File: config.mk
export PLATFORM = sky130hd
export DESIGN_NAME = bcd_entry_ctrl
export DESIGN_NICKNAME = d
export VERILOG_FILES = /design/src/rtl/bcd_entry_ctrl.sv
export SDC_FILE = /design/constraint.sdc
export NUM_CORES = 1
export LEC_CHECK = 0
export ABC_AREA = 0
export BUFFER_PORTS_ARGS = -buffer_cell sky130_fd_sc_hd__buf_4
export CAP_MARGIN = 15
export CORE_ASPECT_RATIO = 1.1
export CORE_MARGIN = 1
export CORE_UTILIZATION = 35
export CTS_BUF_LIST = sky130_fd_sc_hd__clkbuf_16
export DETAILED_ROUTE_END_ITERATION = 6
export SETUP_SLACK_MARGIN = 0.05
export SYNTH_ARGS = -nofsm -noshare
export SYNTH_HDL_FRONTEND = slang
export SYNTH_SLANG_ARGS = --single-unit
File: constraint.sdc
create_clock -name clk -period 6.64 [get_ports clk]
set_input_delay 0.664 -clock clk [delete_from_list [all_inputs] [get_ports clk]]
set_output_delay 0.664 -clock clk [all_outputs]
set_load 0.1 [all_outputs]
File: src/rtl/bcd_entry_ctrl.sv
// -----------------------------------------------------------------------------
// bcd_entry_ctrl
//
// Keypad-style decimal entry with on-demand BCD-to-binary conversion.
// Digits shift into a BCD entry register (newest digit in the least
// significant nibble).  On enter, the entry is copied into a shift register
// and converted one digit per cycle (acc = acc*10 + next digit), taking
// exactly NDIG cycles, after which bin is loaded and done pulses.
//
// Ports
//   clk        in   rising-edge clock for all state
//   reset      in   synchronous active-high reset
//   key_valid  in   one-cycle pulse, key_code holds a digit keypress
//   key_code   in   4-bit digit value (0-9 legal, 10-15 ignored)
//   key_back   in   one-cycle pulse, delete the last entered digit
//   key_clear  in   one-cycle pulse, clear entry and result
//   enter      in   one-cycle pulse, start converting the current entry
//   bcd        out  entry register, least significant digit in [3:0]
//   ndigits    out  count of significant digits in bcd (0..NDIG)
//   full       out  high when ndigits == NDIG
//   bin        out  binary value of the last converted entry
//   busy       out  high while a conversion is in progress
//   done       out  one-cycle pulse when bin updates
// -----------------------------------------------------------------------------
module bcd_entry_ctrl #(
    parameter  int NDIG = 13,
    localparam int SW   = 4 * NDIG,
    localparam int NW   = $clog2(NDIG + 1),
    // Bits needed for 10**NDIG - 1: ceil(NDIG * log2(10)), 44 at the default.
    localparam int BW   = (NDIG * 3322 + 999) / 1000
) (
    input  logic          clk,
    input  logic          reset,
    input  logic          key_valid,
    input  logic [3:0]    key_code,
    input  logic          key_back,
    input  logic          key_clear,
    input  logic          enter,
    output logic [SW-1:0] bcd,
    output logic [NW-1:0] ndigits,
    output logic          full,
    output logic [BW-1:0] bin,
    output logic          busy,
    output logic          done
);

    typedef enum logic {
        ENTRY = 1'b0,
        CONV  = 1'b1
    } state_t;

    state_t        state, state_n;
    logic [SW-1:0] bcd_n;
    logic [NW-1:0] ndigits_n;
    logic [BW-1:0] bin_n;
    logic          done_n;
    logic [SW-1:0] sr, sr_n;
    logic [BW-1:0] acc, acc_n;
    logic [NW-1:0] cnt, cnt_n;
    logic [BW-1:0] acc_step;

    // acc*10 built from shifts and adds; the top nibble of sr is the next
    // (most significant remaining) digit.  Sized so legal BCD never overflows.
    assign acc_step = (acc << 3) + (acc << 1) + {{(BW - 4){1'b0}}, sr[SW-1 -: 4]};

    assign busy = (state == CONV);
    assign full = (ndigits == NW'(NDIG));

    // NOTE: every variable written here gets a default first, so no path
    // leaves one unassigned and no latch is inferred.
    always_comb begin
        state_n   = state;
        bcd_n     = bcd;
        ndigits_n = ndigits;
        bin_n     = bin;
        sr_n      = sr;
        acc_n     = acc;
        cnt_n     = cnt;
        done_n    = 1'b0;

        unique case (state)
            ENTRY: begin
                // Only the highest-priority input acts in a given cycle.
                if (key_clear) begin
                    bcd_n     = '0;
                    ndigits_n = '0;
                    bin_n     = '0;
                end else if (enter) begin
                    sr_n    = bcd;
                    acc_n   = '0;
                    cnt_n   = '0;
                    state_n = CONV;
                end else if (key_back) begin
                    if (ndigits != '0) begin
                        bcd_n     = bcd >> 4;
                        ndigits_n = ndigits - 1'b1;
                    end
                end else if (key_valid && (key_code <= 4'd9)) begin
                    // Drop digits when full, and swallow leading zeros so
                    // ndigits counts significant digits only.
                    if (!full && !((key_code == 4'd0) && (ndigits == '0))) begin
                        bcd_n     = {bcd[SW-5:0], key_code};
                        ndigits_n = ndigits + 1'b1;
                    end
                end
            end

            CONV: begin
                // Keys are ignored here; nothing is queued for later.
                acc_n = acc_step;
                sr_n  = sr << 4;
                cnt_n = cnt + 1'b1;
                if (cnt == NW'(NDIG - 1)) begin
                    bin_n   = acc_step;
                    done_n  = 1'b1;
                    state_n = ENTRY;
                end
            end

            default: state_n = ENTRY;
        endcase
    end

    // NOTE: state is updated with non-blocking assignments so every register
    // samples the pre-edge values, independent of statement order.
    always_ff @(posedge clk) begin
        if (reset) begin
            state   <= ENTRY;
            bcd     <= '0;
            ndigits <= '0;
            bin     <= '0;
            done    <= 1'b0;
            sr      <= '0;
            acc     <= '0;
            cnt     <= '0;
        end else begin
            state   <= state_n;
            bcd     <= bcd_n;
            ndigits <= ndigits_n;
            bin     <= bin_n;
            done    <= done_n;
            sr      <= sr_n;
            acc     <= acc_n;
            cnt     <= cnt_n;
        end
    end

endmodule
* Yosys cells after proc, flatten, opt, wreduce, memory -nomap -nowiden
Cells that the tools add are included.
** Word-level totals
- Flip-flop bits (word level) :: 201
- Input port bits :: 10
- Output and inout port bits :: 103
- Word-level logic and storage cells :: 66
** Operators by class
- $add $sub $neg :: 5
- Magnitude comparators :: 1
- Equality and inequality tests :: 8
- Mux-type cells :: 29
- Bitwise gates (word level) :: 1
- Reductions and logical operators :: 14
** Operators with widths (count)
- 2-to-1 mux 52 bit :: 8
- one-hot mux 52 bit (2 select lines) :: 1
- 2-to-1 mux 44 bit :: 2
- one-hot mux 44 bit (2 select lines) :: 1
- 2-to-1 mux 43 bit :: 2
- one-hot mux 43 bit (2 select lines) :: 1
- adder 44 x 4 -> 44 bit :: 1
- adder 44 bit :: 1
- 2-to-1 mux 4 bit :: 8
- adder 4 x 1 -> 4 bit, second input constant :: 2
- equality test 4 bit, second input constant :: 2
- zero test 4 bit :: 2
- inequality test 2 bit, second input constant :: 4
- one-hot mux 4 bit (2 select lines) :: 1
- nonzero test 3 bit :: 2
- AND reduction 5 bit :: 1
- less-or-equal comparator 4 bit, second input constant :: 1
- 2-to-1 mux 1 bit :: 4
- AND reduction 2 bit :: 2
- nonzero test 4 bit :: 1
- subtractor 4 x 1 -> 4 bit, second input constant :: 1
- logical AND 1 bit :: 3
- inequality test 3 x 1 -> 1 bit, second input constant :: 1
- zero test 1 bit :: 2
- other kinds (4) :: 4

* Depth between registers and ports, before layout
Gate-level depths: netlist of the first run.
- Depth after elaboration :: 9
- Depth in mapped cells :: 13
- Gate-level depth less buffers :: 12

* Least setup slack after synthesis of the first run
OpenSTA, ideal clock, no wires.
- Kind :: reg-to-reg
- From :: register ndigits[0]
- To :: register ndigits[0]
- Setup time :: 0.128 ns
- Data arrival time :: 4.516 ns
- Required time :: 6.512 ns
- Setup slack :: 1.996 ns
- Stages on the path, launching flop included :: 11
- Path buffers :: 2
- Period minus slack after synthesis :: 4.644 ns
- Path through :: dfxtp_1 > inv_1 > nor3_1 > nand3b_1 > a21oi_1 > o31ai_1 > clkbuf_1 > buf_2 > nor3_1 > a21oi_1 > nor2_1
** On the way
- Elaborated cells between the ends (all ways) :: 18
- Those cells by class :: 2 x add/sub; 2 x eq/ne; 6 x mux; 8 x reduce/logical
** RTL lines
- from (decl) :: line 40 : output logic [NW-1:0] ndigits,
- from (signal assigned) :: line 139 : ndigits <= ndigits_n;
- equality test 4 bit :: line 67 : assign full = (ndigits == NW'(NDIG));
- via full :: line 41 : output logic full,
- zero test 1 bit :: line 101 : if (!full && !((key_code == 4'd0) && (ndigits == '0))) begin
- logical AND 1 bit :: line 101
- nonzero test 3 bit (no line)
- AND reduction 5 bit (no line)
The timed path passes the listed nets, and every way through them passes these cells. The select of a mux whose other input is x is not followed.
A chain may end at the register's enable or synchronous reset.

* Final worst setup path of the first run
- From :: register sr[51]
- To :: register bin[34]
** On the way
- Longest elaborated chain between the ends :: 3
** Ends and longest elaborated chain
- from (decl) :: line 57 : logic [SW-1:0] sr, sr_n;
- from (signal assigned) :: line 142 : sr <= sr_n;
- adder 44 x 4 -> 44 bit :: line 64 : assign acc_step = (acc << 3) + (acc << 1) + {{(BW - 4){1'b0}}, sr[SW-1 -: 4]};
- 2-to-1 mux 44 bit :: line 113 : if (cnt == NW'(NDIG - 1)) begin
- one-hot mux 44 bit (2 select lines) :: line 81 : unique case (state)
- to (signal assigned) :: line 140 : bin <= bin_n;
- to (decl) :: line 42 : output logic [BW-1:0] bin,
No other way between the ends. The select of a mux whose other input is x is not followed.

==> flow_summary.json, run 1 <==
{
  "syn-num-nets": 1422,
  "hold_class": "flip-flop to flip-flop",
  "layout-drive-gt1-share_pct": 12.5,
  "clkSlewWorstSetupHoldPaths_ns": 0.06,
  "timing.hold.ws_ns": 0.451,
  "rr_worst_depth": 12,
  "fp.dieArea_um2": 32200,
  "synth_edf_count": 0,
  "syn_to_final_growth_pct": 16.2,
  "antennaDiodeCount": 0,
  "cts_tree": "built",
  "port_buffers": 112,
  "critPathRequiredTime_ns": 7.07,
  "post_cts_resized": 0,
  "drt-initial-drc-count": 506,
  "synth.avg_cell_area_um2": 8.33,
  "slew-limit-headroom_pct": 24.2,
  "root_buffer": "clkbuf_16",
  "final_cell_mix": "nor2_1 (210), dfxtp_1 (200), a21oi_1 (187)",
  "synth-seq-cells": 201,
  "drtAntennaViolNets": 0,
  "place_congestion": 0.879,
  "synth_area_leaders": "dfxtp_1 (36%), ha_1 (9.8%), mux2i_1 (9.5%)",
  "period_share_pct": 52.4,
  "start_util_pct": 35.8,
  "cts_buffers": 23,
  "maxSlewViolCount": 0,
  "async_flop_share_pct": 0,
  "io_pins": 113,
  "gr-usage-all-layers_pct": 17.4,
  "grt_antenna_before_repair": 0,
  "setup_viol_count_final": 0,
  "hold_path_depth": 2,
  "ys.warnings.count": 0,
  "rsz0062_at_grt": "false",
  "drc": 0,
  "htreeDepth": 1,
  "layout.nets": 1470,
  "vias_per_cell": 5.26,
  "met1_usage_pct": 23.0,
  "grt_pass1_vias": 9041,
  "top_usage_layer": "met2",
  "tightest_slew_ns": 1.14,
  "crit_family": "compound AO/OA/AOI/OAI gates",
  "place_ws_ns": 2.67,
  "finalHoldViolCount": 0,
  "layout_commonest_cell": "nor2_1",
  "clk_latency_ns": 0.53,
  "clkSinkCount": 201,
  "placed_area_um2": 12100,
  "clk_path_buf_depth": 3,
  "dpl.hpwl_um": 18700,
  "regToRegEndpoint": "bin[34]",
  "postCtsHoldBufs": 0,
  "overflow": 0,
  "fillCellCount": 3102,
  "wl_um": 28100,
  "netlist_area_um2": 11000,
  "crit_arrival_ns": 3.91,
  "worstSetupStartpointType": "flip-flop",
  "holdCritStartpoint": "bin[21]",
  "slowest_stage": "fa_1",
  "path_buf_inv": 2,
  "cp_cell_sequence": "inv_1 -> fa_1 -> inv_1 -> fa_1 -> a21o_1 -> a221o_1 -> a21oi_2 -> o21ai_1 -> o31ai_2 -> o21ai_1 -> xor2_1 -> a22o_1",
  "cap_violations": 0,
  "hold_end": "bin[21]",
  "timing_worst_setup_path_type": "flip-flop to flip-flop",
  "synth.top_cell.area_share_pct": 36.5,
  "grt_pass1_wl_um": 46200,
  "postCtsSetupBuffers": 0,
  "synthCells": 1323,
  "max_stage_delay_ns": 0.53,
  "p_leak_nw": 5.87,
  "synth-main-ff-cell": "dfxtp_1",
  "core_area_um2": 30800,
  "fin_crit_ns": 3.48,
  "fmax_ghz": 0.288,
  "ir_worst_vdd_uv": 126,
  "setup.worst_path.end_class": "flip-flop",
  "powerDensity_nw_per_um2": 206,
  "globalRouteMet3Util_pct": 3.17,
  "die_h_um": 188,
  "ys_types": 64,
  "synth_top_area_cell": "dfxtp_1",
  "final_cell_area_um2": 12800,
  "gr-usage-met2_pct": 28.6,
  "avgRoutedWirePerCell_um": 15.6,
  "r2r_setup_slack_ns": 3.16,
  "r2r_start": "sr[51]",
  "outcome": "finished, final reports clean",
  "row_count": 67,
  "grt_start_max_net_pins": 110,
  "drtPass1Iterations": 5,
  "fin_skew_ns": 0.0178,
  "yosysSeqAreaShare_pct": 36.5,
  "die_w_um": 171,
  "worst_slack_ns": 3.16,
  "vias": 9474,
  "setup_tns_ns": 0,
  "fin_util_pct": 41.6,
  "crit_fanout": 4
}
cells in the mapped netlist (5+ instances only):
| cell | count |
|---|---|
| a211oi_1 | 5 |
| a21o_1 | 14 |
| a21oi_1 | 188 |
| a22o_1 | 27 |
| a22oi_1 | 10 |
| and3_1 | 12 |
| buf_1 | 15 |
| buf_2 | 21 |
| clkbuf_1 | 60 |
| dfxtp_1 | 201 |
| ha_1 | 86 |
| inv_1 | 22 |
| mux2i_1 | 105 |
| nand2_1 | 92 |
| nand3_1 | 18 |
| nand4_1 | 13 |
| nor2_1 | 210 |
| nor3_1 | 69 |
| o21a_1 | 8 |
| o21ai_0 | 14 |
| o21ai_1 | 8 |
| o21bai_1 | 8 |
| o31ai_1 | 9 |
| xnor2_1 | 22 |
| xor2_1 | 16 |
worst min-delay path: stages (launching register included):
cell and delay (ns):
dfxtp_1 0.31, nand2_1 0.05, a21oi_1 0.05
metrics by stage:
step                cells  power (mW)
global placement     1760        1.42
global route         1802        2.73
finish               1802        2.64
detailed placement   1760        1.42
floorplan            1323        1.38
CTS                  1802        2.67
sequential cells by signal, indices dropped and copies added, names as in the netlist:
signal,count
acc,43
cnt,4
bin,44
sr,52
ndigits,4
done,1
busy,1
bcd,52
where the power goes:
| group | leakage [nW] | internal (mW) | switching, mW | total (mW) |
|---|---|---|---|---|
| registers | 1.62 | 1.21 | 0.00948 | 1.22 |
| logic | 3.89 | 0.0381 | 0.135 | 0.173 |
| clock network | 0.365 | 0.713 | 0.530 | 1.24 |
| total | 5.87 | 1.96 | 0.675 | 2.64 |
area by class of cell:
class / instances / area, um2 / share of cell area [%]
clock buffers: 23 / 576 / 4.49
clock inverters: 19 / 156 / 1.22
inverters: 22 / 82.6 / 0.645
multi-input cells: 1003 / 6550 / 51.1
flip-flops and latches: 201 / 4030 / 31.4
well taps: 414 / 518 / 4.04
repair buffers: 120 / 901 / 7.03
cells by family after synthesis:
kind of cell               share of synthesized area [%]
and+or+nand+nor                                     17.3
AOI/OAI and AO/OA                                   19.0
DFF                                                 36.5
buffers and inverters                               4.36
muxes                                               9.53
adders and majority gates                           10.3
xor gates and xnor gates                            3.02
routing by layer:
layer	part of all wire, %	vias to the layer above
li1	-	4804
met2	46	206
met1	46	4409
met5	0	-
met4	2.5	0
met3	5.8	55
how the worst max path moves through the flow:
stage,startpoint,to,slack (ns),depth (start not counted)
6_report,sr[51],bin[34],3.16,12
2_1_floorplan,ndigits[0],ndigits[0],2.00,10
5_1_grt,cnt[0],bin[43],2.91,10
3_3_place_gp,key_clear,ndigits[3],2.75,8
4_1_cts,cnt[0],bin[43],3.14,10
3_5_place_dp,key_clear,ndigits[3],2.67,8
Power figures use the tool's default switching activity.
==> inputs of run 2 (changes only) <==
- ABC_AREA: 0 -> 1
- clock period: 6.64 -> 3.3 ns (I/O delays scaled with it)
==> flow_summary.json, run 2 <==
{
  "startpoint": "sr[51]",
  "wl_met3_um": 2310,
  "p_leak_nw": 6.54,
  "postCtsSetupBuffers": 0,
  "wl_met1_um": 14800,
  "avgRoutedWirePerCell_um": 14.9,
  "cp_cell_sequence": "inv_1 -> fa_1 -> inv_1 -> fa_1 -> nand3_1 -> nand3_1 -> nand4_1 -> nand3_1 -> or2_2 -> nand3_1 -> a21oi_1",
  "wl_um": 34300,
  "syn-num-nets": 1884,
  "setup_viol_count_final": 0,
  "holdCritStartpoint": "key_clear",
  "switching_share_pct": 35.9,
  "timing_worst_setup_path_type": "flip-flop to flip-flop",
  "pwr-share-clk_pct": 38.5,
  "netlist_area_um2": 11600,
  "grt_pass1_vias": 10900,
  "ys_types": 34,
  "finalHoldViolCount": 0,
  "multiInputGateArea_um2": 6490,
  "root_buffer": "clkbuf_16",
  "row_count": 69,
  "post_cts_resized": 0,
  "synthCells": 1785,
  "timing.hold.ws_ns": 0.219,
  "ys.warnings.count": 0,
  "antennaDiodeCount": 0,
  "r2r_setup_slack_ns": 0.38,
  "rsz0062_at_grt": "false",
  "cts_buffers": 24,
  "port_buffers": 112,
  "synth-seq-cells": 201,
  "fin_skew_ns": 0.0211,
  "io_pins": 113,
  "clk_path_buf_depth": 3,
  "maxSlewViolCount": 0,
  "powerDensity_nw_per_um2": 511,
  "crit_fanout": 5,
  "route.met2.wl_um": 16400,
  "path_buf_inv": 2,
  "place_congestion": 0.944,
  "power_switching_mw": 2.49,
  "fillCellCount": 3506,
  "yosysSeqAreaShare_pct": 34.6,
  "start_util_pct": 35.8,
  "syn_to_final_growth_pct": 16.8,
  "cts_tree": "built",
  "synthTopCellsByCount": "nand2_1 (613), dfxtp_1 (201), inv_1 (196)",
  "drtPass1Iterations": 7,
  "setup_tns_ns": 0,
  "synth_top_area_cell": "dfxtp_1",
  "layout_commonest_cell": "nand2_1",
  "synth.avg_cell_area_um2": 6.51,
  "r2r_start": "sr[51]",
  "pwr-share-seq_pct": 38.6,
  "clkSinkCount": 201,
  "outcome": "finished, final reports clean",
  "crit_arrival_ns": 3.30,
  "ff_latch_area_um2": 4030,
  "dpl.hpwl_um": 24600,
  "synth.top_cell.area_share_pct": 34.6,
  "drc": 0,
  "synth-main-ff-cell": "dfxtp_1",
  "htreeDepth": 1,
  "die_h_um": 193,
  "drtAntennaViolNets": 0,
  "ir_worst_vdd_uv": 407,
  "worstSetupStartpointType": "flip-flop",
  "core_area_um2": 32500,
  "pwr-share-comb_pct": 22.9,
  "fmax_ghz": 0.343,
  "critPathRequiredTime_ns": 3.68,
  "grt_pass1_wl_um": 55700,
  "async_flop_share_pct": 0,
  "grt_antenna_before_repair": 0,
  "max_stage_delay_ns": 0.54,
  "cpMostUsedCell": "nand3_1",
  "period_share_pct": 88.4,
  "gr-usage-all-layers_pct": 20.3,
  "die_w_um": 176,
  "fp.dieArea_um2": 33900,
  "synth_edf_count": 0,
  "vias": 11400,
  "synth_area_leaders": "dfxtp_1 (35%), nand2_1 (20%), ha_1 (9.3%)",
  "final_cell_mix": "nand2_1 (613), dfxtp_1 (200), inv_1 (199)",
  "vias_per_cell": 4.94,
  "drt-initial-drc-count": 784,
  "fin_crit_ns": 2.92,
  "clk_latency_ns": 0.54,
  "tightest_slew_ns": 0.888,
  "layout.nets": 1956,
  "layout-drive-gt1-share_pct": 9.87,
  "top_layer_used": "met4",
  "clkSlewWorstSetupHoldPaths_ns": 0.06,
  "slew-limit-headroom_pct": 40.8,
  "grt_start_max_net_pins": 104,
  "crit_family": "simple AND/OR/NAND/NOR gates",
  "reg_top3": "bcd: 52 flops, sr: 52 flops, bin: 44 flops",
  "hold_class": "primary input to flip-flop",
  "cap_violations": 0,
  "slowest_stage": "fa_1",
  "p_int_mw": 4.45,
  "postCtsHoldBufs": 0,
  "synth_most_common_cell": "nand2_1",
  "setup.worst_path.end_class": "flip-flop",
  "overflow": 0
}
[run 2: cell types whose count changed in the layout (fill, tap and decap cells not counted), moves of 53 or more]
cell	change
mux2i_1	-105
nand2_1	+521
inv_1	+174
o21ai_0	+53
nor3_1	-64
a21oi_1	-55
[run 2: logic make-up (layout without fill, tap and decap cells)]
group	count (synthesis)	in the layout	share of synthesized area, %
compound gates	306	306	14.7
simple gates	907	907	30.9
flops	201	201	34.6
fa+ha+maj	89	89	9.78
xor+xnor	5	5	0.377
buf+inv	277	367	9.60
[run 2: power groups by stage]
stage	combinational (mW)	clock [mW]	sequential, mW
floorplan	0.494	0	3.48
global placement	1.57	0	2.73
detailed placement	1.59	0	2.73
CTS	1.59	2.73	2.68
global route	1.69	2.83	2.69
finish	1.59	2.67	2.68
[run 2: final timing paths]
| check | cells past startpoint | endpoint |
|---|---|---|
| setup / recovery | 11 | acc[22] |
| hold reg to reg | 2 | sr[0] |
| hold / removal | 4 | ndigits[2] |
| setup reg to reg | 11 | acc[22] |
[run 2: metal layers]
metal	global-route usage (%)	vias up
li1	-	5875
met5	0	-
met2	36.2	282
met1	24.7	5141
met4	5.65	0
met3	4.22	59
[run 2: cell type report]
type / instances / area share [%]
flip-flops and latches: 201 / 29.7
clock inverters: 20 / 1.40
multi-input cells: 1307 / 47.9
well taps: 426 / 3.93
inverters: 201 / 5.56
repair buffers: 122 / 7.12
clock buffers: 24 / 4.43
[run 2: stage by stage]
| step | instances | worst slack (ns) | utilization, % | total power [mW] | area, um2 |
|---|---|---|---|---|---|
| 2_1_floorplan | 1785 | 0.797 | - | 3.97 | 11600 |
| 3_3_place_gp | 2257 | 0.456 | 39.3 | 4.30 | 12800 |
| 3_5_place_dp | 2257 | 0.415 | 39.3 | 4.32 | 12800 |
| 4_1_cts | 2301 | 0.377 | 41.8 | 6.99 | 13600 |
| 5_1_grt | 2301 | 0.215 | 41.8 | 7.22 | 13600 |
| 6_report | 2301 | 0.383 | 41.8 | 6.93 | 13600 |
[run 2: worst min-delay path, stage by stage]
cell and delay (ns):
buf_4 0.15, nor2_1 0.06, nand4_1 0.08, a21oi_1 0.07
==> inputs of run 3 (changes only) <==
- clock period: 3.3 -> 2.7 ns (I/O delays scaled with it)
==> flow_summary.json, run 3 (synthesis gave the netlist of run 2 again) <==
{
  "placed_area_um2": 12900,
  "cap_violations": 0,
  "fp.dieArea_um2": 33900,
  "tightest_slew_ns": 0.881,
  "root_buffer": "clkbuf_16",
  "r2r_start": "sr[51]",
  "powerDensity_nw_per_um2": 611,
  "holdCritStartpoint": "key_clear",
  "antennaDiodeCount": 0,
  "clkSlewWorstSetupHoldPaths_ns": 0.06,
  "clk_latency_ns": 0.53,
  "crit_family": "simple AND/OR/NAND/NOR gates",
  "grt_antenna_before_repair": 0,
  "die_h_um": 193,
  "hold_path_depth": 4,
  "final_cell_area_um2": 13900,
  "cpMostUsedCell": "inv_1",
  "final_cell_mix": "nand2_1 (597), dfxtp_1 (200), inv_1 (198)",
  "fin_skew_ns": 0.0144,
  "grt_pass1_vias": 11000,
  "wl_um": 34400,
  "maxSlewViolCount": 0,
  "fin_crit_ns": 2.49,
  "overflow": 0,
  "start_util_pct": 35.8,
  "regToRegEndpoint": "acc[21]",
  "grt_start_max_net_pins": 104,
  "period_share_pct": 92.3,
  "syn_to_final_growth_pct": 19.6,
  "worstSetupStartpointType": "flip-flop",
  "place_ws_ns": -0.0179,
  "finalPower_mw": 8.49,
  "fillCellCount": 3558,
  "crit_arrival_ns": 2.88,
  "vias_per_cell": 4.96,
  "setup_viol_count_final": 0,
  "hold_class": "primary input to flip-flop",
  "port_buffers": 112,
  "clkSinkCount": 201,
  "reg_top3": "bcd: 52 flops, sr: 52 flops, bin: 44 flops",
  "avgRoutedWirePerCell_um": 14.8,
  "drtAntennaViolNets": 0,
  "critPathRequiredTime_ns": 3.08,
  "core_area_um2": 32500,
  "rr_worst_depth": 13,
  "vias": 11500,
  "drt-initial-drc-count": 644,
  "cp_cell_sequence": "inv_1 -> fa_1 -> inv_1 -> buf_4 -> ha_4 -> nand2_1 -> nand2_2 -> and2_4 -> nand3b_1 -> nand3_4 -> or2_1 -> nand3_1 -> a21oi_1",
  "dpl.hpwl_um": 24700,
  "crit_fanout": 4,
  "cts_tree": "built",
  "htreeDepth": 1,
  "slew-limit-headroom_pct": 41.2,
  "outcome": "finished, final reports clean",
  "setup.worst_path.end_class": "flip-flop",
  "path_buf_inv": 3,
  "drtPass1Iterations": 5,
  "worst_slack_ns": 0.208,
  "die_w_um": 176,
  "r2r_setup_slack_ns": 0.21,
  "finalHoldViolCount": 0,
  "grt_pass1_wl_um": 55700,
  "p_leak_nw": 6.69,
  "clk_path_buf_depth": 3,
  "cts_buffers": 25,
  "place_congestion": 0.942,
  "timing_worst_setup_path_type": "flip-flop to flip-flop",
  "drc": 0,
  "timing.hold.ws_ns": 0.147,
  "row_count": 69,
  "slowest_stage": "fa_1",
  "layout.nets": 1973,
  "max_stage_delay_ns": 0.53,
  "hold_end": "ndigits[2]",
  "gr-usage-all-layers_pct": 20.3,
  "io_pins": 113,
  "rsz0062_at_grt": "true",
  "fmax_ghz": 0.401,
  "postCtsHoldBufs": 0,
  "layout-drive-gt1-share_pct": 13.0,
  "layout_commonest_cell": "nand2_1",
  "ir_worst_vdd_uv": 433
}
## run 3: cell count changes in the layout (fill, tap and decap cells not counted), moves of 3 or more
cell,previous run,this run
clkinvlp_4,0,3
a21oi_1,132,124
buf_4,118,135
nand2_2,0,15
clkinv_2,7,2
a21oi_2,1,9
o21ai_1,0,3
o21ai_0,67,64
nand3_2,0,15
nand3_4,1,4
nand2_1,613,597
nand3_1,68,50
## run 3: tightest hold or removal path, cell delays in order
cell and delay, ns:
buf_4 0.15, nor2_1 0.06, nand4_1 0.08, a21oi_1 0.06
## run 3: how the worst max path moves through the flow
stage | from | end | slack, ns | depth (start not counted)
6_report | sr[51] | acc[21] | 0.21 | 13
5_1_grt | acc[26] | acc[36] | 0.02 | 13
4_1_cts | sr[51] | bin[31] | 0.05 | 16
3_5_place_dp | sr[51] | acc[22] | -0.02 | 11
3_3_place_gp | sr[51] | acc[22] | 0.008 | 11
2_1_floorplan | sr[51] | acc[26] | 0.20 | 13
## run 3: through the flow
step / instances / TNS, ns / util, %
global route: 2315 / 0 / 42.8
finish: 2315 / 0 / 42.8
global placement: 2273 / 0 / 39.7
floorplan: 1785 / 0 / -
detailed placement: 2273 / -0.0485 / 39.7
CTS: 2315 / 0 / 42.2
## run 3: area by class of cell
| class | count | area (um2) | area share, % |
|---|---|---|---|
| Clock inverter | 17 | 166 | 1.20 |
| Sequential cell | 201 | 4030 | 29.0 |
| Timing Repair Buffer | 138 | 1070 | 7.73 |
| Tap cell | 426 | 533 | 3.84 |
| Inverter | 201 | 754 | 5.43 |
| Multi-Input combinational cell | 1307 | 6710 | 48.3 |
| Clock buffer | 25 | 626 | 4.51 |
## run 3: power breakdown
part	internal, mW	switching (mW)
clock	1.96	1.31
sequential	3.13	0.142
combinational	0.394	1.55
## run 3: timing repair
action / in CTS / in global routing
gates resized for setup: 4 / 50
setup buffers: 0 / 0
endpoints found under the setup margin: 18 / 65
endpoints found under the hold margin: 0 / 0
pin swaps: 0 / 16
gates cloned: 0 / 0
## run 3: per-layer routing
metal / wire length [um] / vias up / global-route usage, % / part of all wire (%)
met5: 0 / - / 0 / 0
met4: 870 / 0 / 5.79 / 2.5
met3: 1800 / 56 / 3.78 / 5.2
met2: 16300 / 222 / 35.6 / 48
met1: 15300 / 5275 / 25.2 / 45
li1: - / 5920 / - / -
